$ cat src/rtl/uart_rx_capture.sv
// uart_rx_capture: 8N1 UART receiver with a show-ahead receive FIFO and sticky error flags.
// Optional macro UART_RX_PARITY_EN adds one even-parity bit after the data bits.
module uart_rx_capture #(
    parameter int CLK_DIV    = 16,
    parameter int FIFO_DEPTH = 8
) (
    input  logic                              clock,
    input  logic                              resetb,
    input  logic                              ser_rx,
    input  logic                              rd_en,
    input  logic                              clr_err,
    output logic [7:0]                        rd_data,
    output logic                              rd_valid,
    output logic [$clog2(FIFO_DEPTH+1)-1:0]   fifo_count,
    output logic                              busy,
    output logic                              frame_err,
    output logic                              overrun,
    output logic                              parity_err
);

    localparam int AW = $clog2(FIFO_DEPTH);
    localparam int PW = AW + 1;
    localparam int CW = $clog2(FIFO_DEPTH + 1);
    localparam logic [15:0] HALF_LD = 16'(CLK_DIV / 2 - 1);
    localparam logic [15:0] BIT_LD  = 16'(CLK_DIV - 1);

`ifdef UART_RX_PARITY_EN
    typedef enum logic [2:0] {
        S_IDLE, S_START, S_DATA, S_PARITY, S_STOP, S_WAIT_HIGH
    } state_e;
`else
    typedef enum logic [2:0] {
        S_IDLE, S_START, S_DATA, S_STOP, S_WAIT_HIGH
    } state_e;
`endif

    state_e      state_q, state_d;
    logic [15:0] cnt_q, cnt_d;
    logic [2:0]  idx_q, idx_d;
    logic [7:0]  shift_q, shift_d;
    logic        sync1_q, sync2_q, prev_q;
    logic        push;
    logic        ferr_set;
    logic        ferr_q, ovr_q;
    logic        tick;

    logic [7:0]    mem_q [FIFO_DEPTH];
    logic [PW-1:0] wr_q, rd_q;
    logic          fifo_full, fifo_empty;
    logic          do_push, do_pop, ovr_set;

`ifdef UART_RX_PARITY_EN
    logic par_bad_q, par_bad_d;
    logic perr_set;
    logic perr_q;
`endif

    // Two-flop synchronizer plus previous-value flop for falling-edge detection.
    always_ff @(posedge clock) begin
        if (!resetb) begin
            sync1_q <= 1'b1;
            sync2_q <= 1'b1;
            prev_q  <= 1'b1;
        end else begin
            sync1_q <= ser_rx;
            sync2_q <= sync1_q;
            prev_q  <= sync2_q;
        end
    end

    assign tick = (cnt_q == 16'd0);

    // Receiver next-state: bit timing, shifting and frame-end decisions.
    always_comb begin
        state_d  = state_q;
        cnt_d    = cnt_q;
        idx_d    = idx_q;
        shift_d  = shift_q;
        push     = 1'b0;
        ferr_set = 1'b0;
`ifdef UART_RX_PARITY_EN
        par_bad_d = par_bad_q;
        perr_set  = 1'b0;
`endif
        unique case (state_q)
            S_IDLE: begin
                if (prev_q && !sync2_q) begin
                    state_d = S_START;
                    cnt_d   = HALF_LD;
                end
            end
            S_START: begin
                if (tick) begin
                    if (!sync2_q) begin
                        state_d = S_DATA;
                        cnt_d   = BIT_LD;
                        idx_d   = 3'd0;
`ifdef UART_RX_PARITY_EN
                        par_bad_d = 1'b0;
`endif
                    end else begin
                        state_d = S_IDLE;
                    end
                end else begin
                    cnt_d = cnt_q - 16'd1;
                end
            end
            S_DATA: begin
                if (tick) begin
                    shift_d = {sync2_q, shift_q[7:1]};
                    cnt_d   = BIT_LD;
                    idx_d   = idx_q + 3'd1;
                    if (idx_q == 3'd7) begin
`ifdef UART_RX_PARITY_EN
                        state_d = S_PARITY;
`else
                        state_d = S_STOP;
`endif
                    end
                end else begin
                    cnt_d = cnt_q - 16'd1;
                end
            end
`ifdef UART_RX_PARITY_EN
            S_PARITY: begin
                if (tick) begin
                    cnt_d   = BIT_LD;
                    state_d = S_STOP;
                    if ((^shift_q) != sync2_q) begin
                        par_bad_d = 1'b1;
                        perr_set  = 1'b1;
                    end
                end else begin
                    cnt_d = cnt_q - 16'd1;
                end
            end
`endif
            S_STOP: begin
                if (tick) begin
                    if (sync2_q) begin
`ifdef UART_RX_PARITY_EN
                        push = !par_bad_q;
`else
                        push = 1'b1;
`endif
                        state_d = S_IDLE;
                    end else begin
                        ferr_set = 1'b1;
                        state_d  = S_WAIT_HIGH;
                    end
                end else begin
                    cnt_d = cnt_q - 16'd1;
                end
            end
            S_WAIT_HIGH: begin
                if (sync2_q) begin
                    state_d = S_IDLE;
                end
            end
            default: state_d = S_IDLE;
        endcase
    end

    // Receiver state registers.
    always_ff @(posedge clock) begin
        if (!resetb) begin
            state_q <= S_IDLE;
            cnt_q   <= 16'd0;
            idx_q   <= 3'd0;
            shift_q <= 8'd0;
`ifdef UART_RX_PARITY_EN
            par_bad_q <= 1'b0;
`endif
        end else begin
            state_q <= state_d;
            cnt_q   <= cnt_d;
            idx_q   <= idx_d;
            shift_q <= shift_d;
`ifdef UART_RX_PARITY_EN
            par_bad_q <= par_bad_d;
`endif
        end
    end

    assign fifo_empty = (wr_q == rd_q);
    assign fifo_full  = (wr_q[AW] != rd_q[AW]) &&
                        (wr_q[AW-1:0] == rd_q[AW-1:0]);
    assign do_pop     = rd_en && !fifo_empty;
    assign do_push    = push && (!fifo_full || do_pop);
    assign ovr_set    = push && fifo_full && !do_pop;

    // FIFO storage and pointers; a pop frees the slot a same-cycle push uses.
    always_ff @(posedge clock) begin
        if (!resetb) begin
            wr_q <= '0;
            rd_q <= '0;
            for (int i = 0; i < FIFO_DEPTH; i++) begin
                mem_q[i] <= 8'd0;
            end
        end else begin
            if (do_push) begin
                mem_q[wr_q[AW-1:0]] <= shift_q;
                wr_q <= wr_q + PW'(1);
            end
            if (do_pop) begin
                rd_q <= rd_q + PW'(1);
            end
        end
    end

    // Sticky error flags; a new event outranks a same-cycle clear.
    always_ff @(posedge clock) begin
        if (!resetb) begin
            ferr_q <= 1'b0;
            ovr_q  <= 1'b0;
`ifdef UART_RX_PARITY_EN
            perr_q <= 1'b0;
`endif
        end else begin
            ferr_q <= ferr_set | (ferr_q & ~clr_err);
            ovr_q  <= ovr_set | (ovr_q & ~clr_err);
`ifdef UART_RX_PARITY_EN
            perr_q <= perr_set | (perr_q & ~clr_err);
`endif
        end
    end

    assign rd_data    = mem_q[rd_q[AW-1:0]];
    assign rd_valid   = !fifo_empty;
    assign fifo_count = CW'(wr_q - rd_q);
    assign busy       = (state_q != S_IDLE);
    assign frame_err  = ferr_q;
    assign overrun    = ovr_q;
`ifdef UART_RX_PARITY_EN
    assign parity_err = perr_q;
`else
    assign parity_err = 1'b0;
`endif

endmodule

$ cat config.mk
export PLATFORM = sky130hd
export DESIGN_NAME = uart_rx_capture
export DESIGN_NICKNAME = d
export VERILOG_FILES = /design/src/rtl/uart_rx_capture.sv
export SDC_FILE = /design/constraint.sdc
export NUM_CORES = 1
export LEC_CHECK = 0
export BUFFER_PORTS_ARGS = -buffer_cell sky130_fd_sc_hd__clkbuf_2
export CAP_MARGIN = 40
export CORE_ASPECT_RATIO = 2
export CORE_MARGIN = 4
export CORE_UTILIZATION = 50
export DETAILED_ROUTE_END_ITERATION = 10
export PLACE_DENSITY = 0.67
export SLEW_MARGIN = 15
export SYNTH_ARGS = -nofsm -noshare
export SYNTH_HDL_FRONTEND = slang
export SYNTH_SLANG_ARGS = --single-unit
$ cat constraint.sdc
create_clock -name clock -period 3.7 [get_ports clock]
set_clock_uncertainty 0.2 [all_clocks]
set_input_delay 0.37 -clock clock [delete_from_list [all_inputs] [get_ports clock]]
set_output_delay 0.37 -clock clock [all_outputs]
set_load 0.005 [all_outputs]
==> results of run 1 <==
## cell usage after synthesis (2+ instances only)
library cell / instances / area, um^2
a21o_1: 2 / 15.0
nor3_4: 3 / 48.8
nor4_1: 3 / 18.8
nor4_4: 5 / 106
and2_1: 65 / 407
o21ai_0: 6 / 30.0
inv_1: 12 / 45.0
clkbuf_1: 9 / 33.8
nand3b_1: 2 / 15.0
ha_1: 9 / 113
nor3b_1: 2 / 15.0
mux2_2: 9 / 101
nand3_1: 8 / 40.0
nand2_1: 25 / 93.8
xor2_1: 10 / 87.6
or2_2: 2 / 12.5
o31ai_1: 2 / 15.0
mux4_2: 16 / 360
xnor2_1: 6 / 52.6
dfxtp_1: 46 / 921
nand4_1: 3 / 18.8
or4_1: 3 / 22.5
or3_1: 5 / 31.3
a22oi_1: 2 / 15.0
buf_2: 5 / 25.0
o211ai_1: 6 / 45.0
nand2b_1: 15 / 93.8
nor2_1: 30 / 113
nor3_1: 7 / 35.0
edfxtp_1: 64 / 1920
o21a_1: 2 / 15.0
o2111ai_1: 3 / 26.3
a21oi_1: 20 / 100
buf_1: 4 / 15.0
mux2i_1: 3 / 30.0
## layout by cell type, fill, tap and decap left out, types with 2 or more instances in the layout
| cell type | netlist | final |
|---|---|---|
| and2_1 | 65 | 65 |
| edfxtp_1 | 64 | 64 |
| dfxtp_1 | 46 | 46 |
| nor2_1 | 30 | 30 |
| nand2_1 | 25 | 25 |
| a21oi_1 | 20 | 20 |
| clkbuf_2 | 0 | 20 |
| mux4_2 | 16 | 16 |
| nand2b_1 | 15 | 15 |
| inv_1 | 12 | 12 |
| xor2_1 | 10 | 10 |
| mux2_2 | 9 | 9 |
| ha_1 | 9 | 9 |
| clkbuf_16 | 0 | 9 |
| buf_4 | 1 | 9 |
| nand3_1 | 8 | 8 |
| nor3_1 | 7 | 7 |
| xnor2_1 | 6 | 6 |
| o21ai_0 | 6 | 6 |
| o211ai_1 | 6 | 6 |
| or3_1 | 5 | 5 |
| nor4_4 | 5 | 5 |
| nand4_1 | 3 | 3 |
| nor3_4 | 3 | 3 |
| nor4_1 | 3 | 3 |
| or4_1 | 3 | 3 |
| mux2i_1 | 3 | 3 |
| o2111ai_1 | 3 | 3 |
| a21o_1 | 2 | 2 |
| or2_2 | 2 | 2 |
| o21a_1 | 2 | 2 |
| nor3b_1 | 2 | 2 |
| a22oi_1 | 2 | 2 |
| o31ai_1 | 2 | 2 |
| nand3b_1 | 2 | 2 |
| inv_6 | 0 | 2 |
| clkinvlp_4 | 0 | 2 |
## registers in the layout, indices dropped and copies added, names as in the netlist, named ones only
name	cells
mem_q	64
cnt_q	16
shift_q	8
rd_q	4
wr_q	4
idx_q	3
state_q	3
frame_err	1
overrun	1
prev_q	1
sync1_q	1
sync2_q	1
## worst max-delay path by stage
stage	end	depth (start not counted)	slack (ps)
final	mem_q[2][7]	7	560
after global routing	mem_q[2][7]	7	350
after global placement	mem_q[2][6]	7	730
after CTS	mem_q[2][7]	7	580
after detailed placement	mem_q[2][6]	7	600
after floorplan	mem_q[2][0]	9	690
## power groups by stage
| stage | Sequential, uW | Combinational (uW) | Clock [uW] |
|---|---|---|---|
| 2_1_floorplan | 1530 | 949 | 0 |
| 3_3_place_gp | 1580 | 1200 | 0 |
| 3_5_place_dp | 1580 | 1220 | 0 |
| 4_1_cts | 1560 | 1230 | 938 |
| 5_1_grt | 1570 | 1380 | 989 |
| 6_report | 1560 | 1230 | 912 |
## stage by stage
step	hold slack [ps]	utilization	area [um^2]	worst slack, ps
after floorplan	186	-	5270	690
after global placement	193	0.540	5510	726
after detailed placement	198	0.540	5520	598
after CTS	0.607	0.568	5800	581
after global routing	32.9	0.568	5800	347
final	9.51	0.568	5800	557
## layer usage
metal / GRT usage / share of wire
met5: 0 / 0
met4: 0.0854 / 0.031
met3: 0.0318 / 0.026
met2: 0.394 / 0.60
met1: 0.192 / 0.34
## area by class of cell
cell class | instances | share of cell area
clock buffers | 10 | 0.0395
clock inverters | 6 | 0.00906
inverters | 12 | 0.00777
well taps | 135 | 0.0291
flip-flops and latches | 110 | 0.490
repair buffers | 30 | 0.0298
multi-input cells | 294 | 0.395
## logic make-up after synthesis
family                     Yosys count  share of synthesized area
muxes                               28                     0.0933
buffers and inverters               32                     0.0261
xor gates and xnor gates            16                     0.0266
adders and majority gates           10                     0.0252
and+or+nand+nor                    187                      0.221
DFF                                110                      0.540
other                                1                   0.000712
AOI/OAI and AO/OA                   52                     0.0674
==> results.tsv, run 1 <==
metric	value	unit
outcome	finished, final reports clean	
reg2regPathDepth	7	
synth_warnings	0	
h-tree-depth	3	
hpwlAfterDp	8820	um
clockBufferDepth	2	
chipHeight	153	um
async_flop_share	0	
clock_latency	340	ps
path_delay_family	simple AND/OR/NAND/NOR gates	
power_frac_clock	0.246	
ys_types	57	
core.rowCount	52	
slew_headroom	0.466	
holdPathStages	2	
setup_viol	0	
cts_setup_buffers	0	
power	3700	uW
dp.cells	581	
power.internal	2360	uW
synth_edf_count	64	
cts_tree	done	
finalHoldViolCount	0	
reg2reg_to	mem_q[2][7]	
ant_nets	0	
fmax	318	MHz
avgSynthCellArea	12.1	um^2
min_from	ser_rx	
syn_area	0.00527	mm^2
cts.sinks	110	
antenna_found_initial	0	
num_vias	3320	
maxCapViolCount	0	
cpMaxStageDelayCell	or3_1	
start_util	0.516	
synthFlopType	edfxtp_1	
finalNonFillerCells	597	
drive_gt1_frac	0.190	
die_area	0.0123	mm^2
nFillCells	877	
path_clk_slew	70	ps
hold_class	primary input to flip-flop	
cts_made_buffers	9	
grt_usage	0.200	
drv_slew	0	
diodes	0	
multi_input_area	0.00229	mm^2
seqCellArea	0.00284	mm^2
start_kind	flip-flop	
die_w	80.6	um
tns	0	ps
crit_buf_inv	1	
leakagePower	0.00212	uW
worst_hold_path.endpoint	sync1_q	
routed_wl	11400	um
netSwitchingFraction	0.362	
grt_pass1_vias	3511	
drt_iter0_markers	291	
grt_max_degree	26	
wire_per_inst	19.0	um
cp_max_fo	9	
critPathKind	flip-flop to flip-flop	
worstMarginPinSlew	800	ps
p_switching	1340	uW
num_io_pins	22	
required	3500	ps
via_per_inst	5.56	
syn_to_final_growth	10.1	%
ir_worst_vdd	0.882	mV
grt_pass1_wl	18400	um
path_cells	inv_1 -> ha_1 -> nor4b_2 -> nand4_1 -> or3_1 -> nor4_4 -> nand2b_1	
rsz0062_at_grt	no	
cp.arrival	2940	ps
drc	0	
globalplace.congestion	0.831	
r2r_start	cnt_q[0]	
fin_crit_sh	0.849	
core	0.0102	mm^2
ys_ff_latch	110	
seq_area_frac_synth	0.540	
clk_root_buffer_cell	clkbuf_16	
startpoint	cnt_q[0]	
netlist_instances	436	
r2r_slack	560	ps
finalNetCount	472	
power_frac_seq	0.421	
dr.pass1.iters	4	
synthesis.nets	451	
globalRoute.totalOverflow	0	
end_kind	flip-flop	
period_minus_slack	3140	ps
cts_hold_buf	0	
max_stage_delay	650	ps
cts_resized	0	
pwr_density_cell	638	mW/mm^2
combPwrFrac	0.332	
port_buffers	20	
No activity file was read; power rests on OpenSTA's default activity.
==> inputs of run 2 (changes only) <==
==> constraint.sdc (replaced) <==
create_clock -name clock -period 3.2 [get_ports clock]
set_clock_uncertainty 0.2 [all_clocks]
set_input_delay 0.32 -clock clock [delete_from_list [all_inputs] [get_ports clock]]
set_output_delay 0.32 -clock clock [all_outputs]
set_load 0.005 [all_outputs]
==> results.tsv, run 2 (synthesis gave the netlist of run 1 again) <==
metric	value	unit
multi_input_area	0.00229	mm^2
power	4370	uW
drc	0	
period_minus_slack	2820	ps
slew_headroom	0.481	
finalHoldViolCount	0	
cts_made_buffers	9	
tns	0	ps
cpMaxStageDelayCell	nand2b_1	
core.rowCount	52	
fmax	354	MHz
num_vias	3265	
power_frac_clock	0.260	
grt_max_degree	26	
layout_common_cells	and2_1 (65), edfxtp_1 (64), dfxtp_1 (46)	
port_buffers	20	
routed_wl	11000	um
worstMarginPinSlew	778	ps
core	0.0102	mm^2
combPwrFrac	0.331	
nFillCells	871	
power.internal	2820	uW
globalRoute.totalOverflow	0	
critPathKind	flip-flop to flip-flop	
clock_latency	350	ps
num_io_pins	22	
max_flop_register	mem_q	
ir_worst_vdd	0.983	mV
clockBufferDepth	2	
maxCapViolCount	0	
hpwlAfterDp	8600	um
ant_nets	0	
p_switching	1550	uW
drv_slew	0	
diodes	0	
setup_viol	0	
cp.arrival	2640	ps
path_clk_slew	70	ps
hold_class	primary input to flip-flop	
cp_max_fo	9	
chipHeight	153	um
max_stage_delay	380	ps
syn_to_final_growth	11.8	%
via_per_inst	5.39	
largest_register_ffs	64	
netSwitchingFraction	0.355	
path_cells	inv_1 -> ha_1 -> nor4b_2 -> nand4_1 -> or3_1 -> buf_4 -> nor3_4 -> nand2b_1	
grt_usage	0.193	
start_util	0.516	
h-tree-depth	3	
grt_pass1_wl	18000	um
dr.pass1.iters	4	
power_frac_seq	0.409	
antenna_found_initial	0	
top_regs	mem_q (64), cnt_q (16), shift_q (8)	
outcome	finished, final reports clean	
clk_root_buffer_cell	clkbuf_16	
die_area	0.0123	mm^2
cts.sinks	110	
grt_pass1_vias	3463	
finalNetCount	481	
fin_crit_sh	0.882	
drive_gt1_frac	0.204	
die_w	80.6	um
rsz0062_at_grt	no	
start_kind	flip-flop	
pwr_density_cell	741	mW/mm^2
seqCellArea	0.00284	mm^2
end_kind	flip-flop	
wire_per_inst	18.2	um
cts_tree	done	
leakagePower	0.00218	uW
drt_iter0_markers	131	
globalplace.congestion	0.806	
required	3010	ps
mostFrequentLayoutCell	and2_1	
==> run 2: cell types whose count changed in the layout (fill, tap and decap cells not counted) <==
cell           before  now
buf_4               9   17
bufinv_16           0    1
clkinvlp_4          2    1
dlygate4sd3_1       0    1
==> run 2: final timing paths <==
| kind | start | end | slack, ps | cells past startpoint |
|---|---|---|---|---|
| worst min register to register | sync1_q | sync2_q | 210 | 1 |
| worst max register to register | cnt_q[0] | mem_q[1][7] | 380 | 8 |
| worst max-delay path | cnt_q[0] | mem_q[1][7] | 380 | 8 |
| worst min-delay path | clr_err | frame_err | 60 | 4 |
==> run 2: power by group through the flow <==
stage | Clock [uW] | Sequential (uW) | Combinational [uW]
after global placement | 0 | 1810 | 1410
after floorplan | 0 | 1770 | 1100
after CTS | 1160 | 1780 | 1440
final | 1130 | 1790 | 1440
after global routing | 1220 | 1810 | 1620
after detailed placement | 0 | 1820 | 1440
==> run 2: final cells by class <==
| type | instances | area share |
|---|---|---|
| Sequential cell | 110 | 0.482 |
| Multi-Input combinational cell | 294 | 0.388 |
| Timing Repair Buffer | 39 | 0.0412 |
| Clock buffer | 10 | 0.0389 |
| Tap cell | 135 | 0.0287 |
| Clock inverter | 6 | 0.0127 |
| Inverter | 12 | 0.00764 |
==> run 2: timing repair <==
item | CTS | global route
hold buffers | 1 | 0
endpoints found under the hold margin | 1 | 0
setup buffers | 0 | 0
resized for setup | 0 | 0
==> run 2: stage by stage <==
stage / worst slack (ps) / cell area, um^2 / cells / hold WS (ps) / util
after global routing: 149 / 5890 / 606 / 85.2 / 0.577
after detailed placement: 376 / 5580 / 589 / 199 / 0.546
after global placement: 462 / 5570 / 588 / 196 / 0.546
final: 377 / 5890 / 606 / 56.1 / 0.577
after CTS: 366 / 5890 / 606 / 53.1 / 0.577
after floorplan: 190 / 5270 / 436 / 186 / -
==> run 2: metal layers <==
metal | vias to the layer above | share of wire | GRT usage
met5 | - | 0 | 0
met4 | 0 | 0.014 | 0.0580
met3 | 9 | 0.017 | 0.0289
met2 | 32 | 0.62 | 0.395
met1 | 1595 | 0.35 | 0.187
li1 | 1629 | - | -
==> run 2: critical path: cells and delay by family, from the launching register on <==
kind / cells / cell delay [ps]
buffers and inverters: 2 / 310
AND/OR/NAND/NOR: 5 / 1500
flip-flops: 1 / 330
adder cells (fa/ha/maj): 1 / 140
